File: src/rtl/pattern_seq_pkg.sv
// Shared types and helpers for the pattern_seq_rx phase-sequence monitor.
package pattern_seq_pkg;

    typedef enum logic [1:0] {
        HUNT   = 2'd0,
        TRACK  = 2'd1,
        LOCKED = 2'd2,
        ERROR  = 2'd3
    } state_e;

    localparam int         PHASES        = 6;
    localparam logic [2:0] NO_PHASE      = 3'd7;
    localparam logic       CAUSE_ORDER   = 1'b0;
    localparam logic       CAUSE_ILLEGAL = 1'b1;

    function automatic logic [2:0] onehot_to_idx(input logic [5:0] code);
        logic [2:0] idx;
        idx = NO_PHASE;
        case (code)
            6'b000001: idx = 3'd0;
            6'b000010: idx = 3'd1;
            6'b000100: idx = 3'd2;
            6'b001000: idx = 3'd3;
            6'b010000: idx = 3'd4;
            6'b100000: idx = 3'd5;
            default:   idx = NO_PHASE;
        endcase
        return idx;
    endfunction

    function automatic logic [2:0] next_phase(input logic [2:0] k);
        return (k == 3'(PHASES - 1)) ? 3'd0 : k + 3'd1;
    endfunction

endpackage

File: src/rtl/pattern_seq_filter.sv
// Two-flop synchronizer plus stability filter; emits the accepted code and a
// one-cycle new-code pulse (combinational, so the top can register it).
module pattern_seq_filter #(
    parameter int STABLE_CYCLES = 4
) (
    input  logic       clk_i,
    input  logic       rst_i,
    input  logic [5:0] lines_i,
    output logic [5:0] code_o,
    output logic       new_code_o
);

    localparam logic [3:0] STABLE = 4'(STABLE_CYCLES);

    logic [5:0] sync1_q, sync2_q;
    logic [5:0] cand_q, cand_d;
    logic [5:0] acc_q, acc_d;
    logic [3:0] cnt_q, cnt_d;
    logic       new_code;

    always_comb begin
        cand_d   = cand_q;
        cnt_d    = cnt_q;
        acc_d    = acc_q;
        new_code = (cnt_q == STABLE) && (cand_q != acc_q);
        // A changed sample restarts the run; a steady one counts up and saturates.
        if (sync2_q != cand_q) begin
            cand_d = sync2_q;
            cnt_d  = 4'd1;
        end else if (cnt_q != STABLE) begin
            cnt_d = cnt_q + 4'd1;
        end
        if (new_code) begin
            acc_d = cand_q;
        end
    end

    always_ff @(posedge clk_i or posedge rst_i) begin
        if (rst_i) begin
            sync1_q <= '0;
            sync2_q <= '0;
            cand_q  <= '0;
            acc_q   <= '0;
            cnt_q   <= '0;
        end else begin
            sync1_q <= lines_i;
            sync2_q <= sync1_q;
            cand_q  <= cand_d;
            acc_q   <= acc_d;
            cnt_q   <= cnt_d;
        end
    end

    assign code_o     = cand_q;
    assign new_code_o = new_code;

endmodule

File: src/rtl/pattern_seq_rx.sv
// Phase-rotation monitor: FSM, dwell counter and registered tile outputs.
// Optional dwell timeout enabled by defining PATTERN_SEQ_RX_DWELL_CHECK_EN.
module pattern_seq_rx
    import pattern_seq_pkg::*;
#(
    parameter int STABLE_CYCLES = 4,
    parameter int LOCK_COUNT    = 2,
    parameter int MAX_DWELL     = 4095
) (
    input  logic [7:0] io_in,
    output logic [7:0] io_out
);

    localparam logic [11:0] DWELL_MAX = 12'(MAX_DWELL);
    localparam logic [2:0]  LOCK_N    = 3'(LOCK_COUNT);

    logic       clk, rst;
    logic [5:0] code;
    logic       new_code;
    logic [2:0] idx;
    logic       legal, in_order, timeout;

    state_e     state_q, state_d;
    logic [2:0] adv_q, adv_d;
    logic [2:0] phase_q, phase_d;
    logic       locked_q, locked_d;
    logic       err_q, err_d;
    logic       strobe_q, strobe_d;
    logic       cause_q, cause_d;
    logic       hb_q, hb_d;

    assign clk = io_in[0];
    assign rst = io_in[1];

    pattern_seq_filter #(.STABLE_CYCLES(STABLE_CYCLES)) u_filter (
        .clk_i      (clk),
        .rst_i      (rst),
        .lines_i    (io_in[7:2]),
        .code_o     (code),
        .new_code_o (new_code)
    );

    assign idx      = onehot_to_idx(code);
    assign legal    = (idx != NO_PHASE);
    assign in_order = legal && (idx == next_phase(phase_q));

`ifdef PATTERN_SEQ_RX_DWELL_CHECK_EN
    logic [11:0] dwell_q, dwell_d;

    always_comb begin
        dwell_d = dwell_q;
        if (new_code) begin
            dwell_d = '0;
        end else if (dwell_q != DWELL_MAX) begin
            dwell_d = dwell_q + 12'd1;
        end
    end

    always_ff @(posedge clk or posedge rst) begin
        if (rst) dwell_q <= '0;
        else     dwell_q <= dwell_d;
    end

    // An accepted change in the same cycle beats the timeout.
    assign timeout = (state_q == LOCKED) && (dwell_q == DWELL_MAX) && !new_code;
`else
    logic unused_dwell_max;
    assign unused_dwell_max = ^DWELL_MAX;
    assign timeout = 1'b0;
`endif

    always_comb begin
        state_d  = state_q;
        adv_d    = adv_q;
        cause_d  = cause_q;
        phase_d  = phase_q;
        strobe_d = 1'b0;
        hb_d     = hb_q;
        if (new_code) begin
            phase_d = idx;
            if (legal) begin
                strobe_d = 1'b1;
                hb_d     = ~hb_q;
            end
        end
        case (state_q)
            HUNT: begin
                if (new_code && legal) begin
                    state_d = TRACK;
                    adv_d   = '0;
                end
            end
            TRACK: begin
                if (new_code) begin
                    if (in_order) begin
                        adv_d = adv_q + 3'd1;
                        if (adv_q + 3'd1 == LOCK_N) state_d = LOCKED;
                    end else begin
                        state_d = HUNT;
                    end
                end
            end
            LOCKED: begin
                if (new_code) begin
                    if (!in_order) begin
                        state_d = ERROR;
                        cause_d = legal ? CAUSE_ORDER : CAUSE_ILLEGAL;
                    end
                end else if (timeout) begin
                    state_d = ERROR;
                    cause_d = CAUSE_ILLEGAL;
                end
            end
            ERROR:   state_d = ERROR;
            default: state_d = HUNT;
        endcase
        locked_d = (state_d == LOCKED);
        err_d    = (state_d == ERROR);
    end

    always_ff @(posedge clk or posedge rst) begin
        if (rst) begin
            state_q  <= HUNT;
            adv_q    <= '0;
            phase_q  <= NO_PHASE;
            locked_q <= 1'b0;
            err_q    <= 1'b0;
            strobe_q <= 1'b0;
            cause_q  <= 1'b0;
            hb_q     <= 1'b0;
        end else begin
            state_q  <= state_d;
            adv_q    <= adv_d;
            phase_q  <= phase_d;
            locked_q <= locked_d;
            err_q    <= err_d;
            strobe_q <= strobe_d;
            cause_q  <= cause_d;
            hb_q     <= hb_d;
        end
    end

    assign io_out = {hb_q, cause_q, strobe_q, err_q, locked_q, phase_q};

endmodule

File: config.mk
export PLATFORM = sky130hd
export DESIGN_NAME = pattern_seq_rx
export DESIGN_NICKNAME = d
export VERILOG_FILES = /design/src/rtl/pattern_seq_pkg.sv /design/src/rtl/pattern_seq_filter.sv /design/src/rtl/pattern_seq_rx.sv
export SDC_FILE = /design/constraint.sdc
export NUM_CORES = 1
export LEC_CHECK = 0
export CORE_UTILIZATION = 55
export CTS_BUF_LIST = sky130_fd_sc_hd__clkbuf_16
export CTS_CLUSTER_DIAMETER = 80
export DETAILED_ROUTE_END_ITERATION = 6
export PLACE_DENSITY_LB_ADDON = 0.12
export REMOVE_ABC_BUFFERS = 1
export SLEW_MARGIN = 20
export SYNTH_ARGS = -nofsm -noshare
export SYNTH_HDL_FRONTEND = slang
export SYNTH_SLANG_ARGS = --single-unit
File: constraint.sdc
create_clock -name io_in -period 2.3 [get_ports io_in]
set_input_delay 0.69 -clock io_in [delete_from_list [all_inputs] [get_ports io_in]]
set_output_delay 0.69 -clock io_in [all_outputs]
set_load 0.05 [all_outputs]
==> results.yml <==
die:
  core_area_um2: 3716
  rows: 22
  initial_core_util: 0.5838
  io_pins: 16
  die_h_um: 64.81
  dieWidth_um: 64.81
  die-area_um2: 4200
drt:
  wirelength_um: 4562
  wl_per_cell_um: 15.26
  via_per_inst: 5.689
  drt_iter0_drc: 105
  vias: 1701
  drc_errors: 0
  dr.pass1.iters: 4
  drtAntennaViolNets: 0
grt:
  grt_use_total: 0.2623
  grt_max_degree: 17
  antenna_found_initial: 0
  grt_pass1_wl_um: 7900
  overflow: 0
  grt_pass1_vias: 2051
worst_setup_path:
  path_buf_inv: 1
  crit_type: "register to register"
  setup.worst_path.start_class: "register"
  worstPathRequired_ns: 2.45
  startpoint: "u_filter.code_o[5]"
  critPathTopFamily: "compound AO/OA/AOI/OAI gates"
  arrival_ns: 2.33
  cp.depth: 7
  max_stage_delay_ns: 0.52
  worst_r2r_path_depth: 7
  cp_max_fo: 11
  path_cells: "buf_4 -> nor3_4 -> o211ai_2 -> and2_4 -> a311o_2 -> a31oi_1 -> o32ai_1"
  worstSetupEndpointType: "register"
  r2r-start: "u_filter.code_o[5]"
  crit_path_top_delay_cell: "dfrtp_1"
placed_design:
  place_inst: 243
  pre_cts_slack_ns: -0.01319
  io_buffers: 8
  hpwl_um: 2750
  globalplace.congestion: 0.8084
pwr:
  peakVddDrop_mv: 0.7088
  leakagePower_uw: 0.001394
  power_density_nw_per_um2: 969.9
worst_hold_path:
  hold_path.startpoint: "io_in[6]"
  hp-class: "clock port to register"
  whs_path_depth: 0
sta:
  whs_ns: -0.2613
  slew_headroom: 0.6481
  setup_viol: 0
  tightest_slew_ns: 0.5254
  post-route-min-period_ns: 2.180
  rsz0062_at_grt: "no"
  fin_ws_ns: 0.1196
  maxSlewViolCount: 0
  skew_ns: 0.004419
  max_freq_mhz: 458.6
  tns_ns: 0
  finalHoldViolCount: 6
  min_period_over_period: 0.9480
yosys:
  synthCells: 204
  ys_warn_count: 0
  synth.avg_cell_area_um2: 10.64
  async_flop_share: 1.000
  ys.flop_type: "dfrtp_1"
  ys_seq_area_frac: 0.4746
  synth_edf_count: 0
  netlist_area_um2: 2170
  ys_types: 43
  synth_seq_cells: 41
cells_and_area:
  final_common_cell: "inv_1"
  syn_to_final_growth_pct: 23.18
  antenna_cells: 0
  drive_above_1_share: 0.2191
  finalNonFillerCells: 299
  nets: 259
  layout_common_cells: "inv_1 (49), dfrtp_1 (34), xor2_1 (15)"
status:
  outcome: "finished, violations left"
  violations: "hold timing"
clock_network:
  cts_tree: "built"
  clkLatencyLatePin_ns: 0.28
  hold_buffers: 0
  clk_pin_slew_ns: 0.07
run:
  drv_cap: 0
synthesized netlist by cell type, types with 5 or more instances:
master	n	area, µm²
dfrtp_1	38	950.9
xor2_1	15	131.4
nand2_1	11	41.29
nor2_1	10	37.54
inv_1	9	33.78
nand3_1	9	45.04
buf_4	8	60.06
clkbuf_1	7	26.28
xnor2_1	7	61.31
a21oi_1	6	30.03
buf_6	6	67.56
mux2_2	6	67.56
nand4_1	5	31.28
nor3_1	5	25.02
o21ai_0	5	25.02
cell type report:
class	instances	area [µm²]
Multi-Input combinational cell	129	943.4
Inverter	8	30.03
Clock buffer	10	250.2
Tap cell	48	60.06
Sequential cell	41	1035
Timing Repair Buffer	16	132.6
Fill cell	278	1044
Clock inverter	47	221.5
where the power goes:
part	switching, µW	total, µW	internal [µW]
clock	920	1860	942
sequential	0	730	730
combinational	0	0.000461	0
total	920	2590	1670
worst paths after layout:
kind | to | slack [ns]
worst min-delay path | u_filter.sync1_q[4] | -0.26
min in group asynchronous | u_filter.acc_q[5] | 0.91
max in group asynchronous | phase_q[0] | 1.21
worst max-delay path | locked_q | 0.12
worst max register to register | locked_q | 0.12
worst min register to register | u_filter.sync2_q[1] | 0.35
layer usage:
layer	global-route usage	wire length [µm]	part of all wire	vias up
met3	0.1866	340	0.075	13
met2	0.3581	2259	0.50	64
met4	0.2694	112	0.025	0
li1	-	-	-	796
met1	0.2433	1850	0.41	828
met5	0.02778	0	0	-
registers in the layout (all words and copies together) (netlist names), 2 cells and up:
signal and cells:
u_filter.acc_q 6, u_filter.code_o 6, u_filter.sync1_q 6, u_filter.sync2_q 6, u_filter.cnt_q 4, adv_q 3
phase_q 3, state_q 2
stage by stage:
step | util | power [µW] | area [µm²]
CTS | 0.7152 | 2664 | 2658
floorplan | - | 958.2 | 1996
global placement | 0.5889 | 958.2 | 2188
detailed placement | 0.5889 | 958.2 | 2188
finish | 0.7192 | 2592 | 2673
global route | 0.7192 | 2787 | 2673
what timing repair did:
item / in CTS / in global routing
buffers inserted: 0 / 0
endpoints found under the setup margin: 2 / 8
resized for setup: 1 / 6
cell families after synthesis:
family	Yosys count	share of synthesized area
flip-flops	41	0.4746
multiplexers	6	0.03114
adder cells (fa/ha/maj)	4	0.02307
XOR/XNOR	22	0.08881
AO/OA/AOI/OAI	39	0.1361
AND/OR/NAND/NOR	58	0.1505
buffers and inverters	34	0.09573
Note: power is estimated with default switching activity, not from simulation.
==> variant, RTL diff (same flow settings) <==
The option `PATTERN_SEQ_RX_DWELL_CHECK_EN` is turned on by a define.
--- a/src/rtl/pattern_seq_rx.sv
+++ b/src/rtl/pattern_seq_rx.sv
@@ -1,5 +1,7 @@
 // Phase-rotation monitor: FSM, dwell counter and registered tile outputs.
 // Optional dwell timeout enabled by defining PATTERN_SEQ_RX_DWELL_CHECK_EN.
+`define PATTERN_SEQ_RX_DWELL_CHECK_EN
+
 module pattern_seq_rx
     import pattern_seq_pkg::*;
 #(
Formal check against the unedited RTL: same outputs for any inputs over 10 cycles, from zero or initial values; that may be too few to reach the edited logic, so the function may still have changed.
==> variant against the original RTL <==
Total power increased by 19%. Design area increased by 21%. Largest cell class unchanged. Fmax about the same. Sequential cell count increased by 12. Global-route usage decreased by 2.1 points. Clock power increased by 15%. Die area increased by 20%. Synthesized area increased by 20%. Critical path depth decreased by 1. Setup slack improved by 2.0 ps. Wire length increased by 19%. Highest routed layer unchanged. Utilization increased by 0.88 points. The run still ends with negative hold slack left. Sequential share of layout area increased by 2.4 points.
==> variant: results (changes against the original RTL) <==
| Metric | Value |
|---|---|
| Sequential share of cell area | `0.4114 (was 0.3872)` |
| Vias in the first global route | `2442 (was 2051)` |
| Global-route wire length before repair | `9045 um (was 7900 um)` |
| Worst Skew | `9.246 ps (was 4.419 ps)` |
| Final Hold Vio Count | `6 (unchanged)` |
| Clock share of power | `0.696 (was 0.718)` |
| Slowest CP cell | `or4_4 (was dfrtp_1)` |
| Top post-synthesis cells by area | `dfrtp_1 48%, xor2_1 5.7%, xnor2_1 4.7% (was dfrtp_1 44%, xor2_1 6.1%, dfstp_2 3.6%)` |
| Worst vdd ir | `0.7466 mV (was 0.7088 mV)` |
| Clock-net power | `2.14 mW (was 1.86 mW)` |
| Clock-cell share | `0.1624 (was 0.1765)` |
| Post-CTS resize count | `0 (was 1)` |
| Switching share of power | `0.3487 (was 0.3549)` |
| Fraction of area in multi-input gates | `0.3476 (was 0.3530)` |
| Synth cell count leaders | `50 x dfrtp_1, 26 x nor2_1, 17 x xor2_1 (was 38 x dfrtp_1, 15 x xor2_1, 11 x nand2_1)` |
| Leakage | `1.678 nW (was 1.394 nW)` |
| Crit path max fanout | `7 (was 11)` |
| Layout cells sized above 1 | `0.1613 (was 0.2191)` |
| Routed vias | `2074 (was 1701)` |
| Cells after DPL | `294 (was 243)` |
| DP Worst Slack | `-131.3 ps (was -13.19 ps)` |
| Area share of fa/ha/maj cells after synthesis | `0.02398 (was 0.02307)` |
| P&R area growth vs syn | `24.03% (was 23.18%)` |
| Worst Tran Pin Value | `500.9 ps (was 525.4 ps)` |
| Seq cells | `53 (was 41)` |
| Multi-input gates | `160 (was 129)` |
| Outcome | `finished with violations (unchanged)` |
| Cell area after layout | `0.003236 mm2 (was 0.002673 mm2)` |
| Sequential Power | `0.936 mW (was 0.730 mW)` |
| Hold_ws | `-265.8 ps (was -261.3 ps)` |
| Seq/Total Area, Yosys | `0.5098 (was 0.4746)` |
| Mux share of post-synthesis cell area | `0.02494 (was 0.03114)` |
| Signal buffers | `19 (was 16)` |
| Failing checks | `negative hold slack (unchanged)` |
| Buffering overhead | `0.04795 (was 0.04963)` |
| Inverters | `9 (was 8)` |
| Largest net degree at the start of global routing | `19 (was 17)` |
| Placer Congestion | `0.8325 (was 0.8084)` |
[variant: changes by cell type in the layout (fill, tap and decap cells not counted), moves of 4 or more]
cell,delta
nor3_1,+4
nor2_1,+16
a21oi_1,+4
dfrtp_1,+15
inv_1,+12
xnor2_1,+7
a31o_2,-4
[variant: metal layers]
metal	up-vias	global-route usage	part of all wire
met5	-	0	0
met1	1007	0.2279	0.41
li1	974	-	-
met2	71	0.3312	0.52
met4	0	0.2644	0.027
met3	22	0.1595	0.050
[variant: final timing paths]
path | from | endpoint | slack [ps] | cells past startpoint
worst max-delay path | u_filter.code_o[3] | adv_q[1] | 120 | 6
worst min-delay path | io_in[7] | u_filter.sync1_q[5] | -270 | 0
worst max register to register | u_filter.code_o[3] | adv_q[1] | 120 | 6
worst min register to register | u_filter.sync1_q[2] | u_filter.sync2_q[2] | 350 | 0
max in group asynchronous | io_in[1] | phase_q[2] | 1210 | 3
min in group asynchronous | io_in[1] | locked_q | 900 | 3
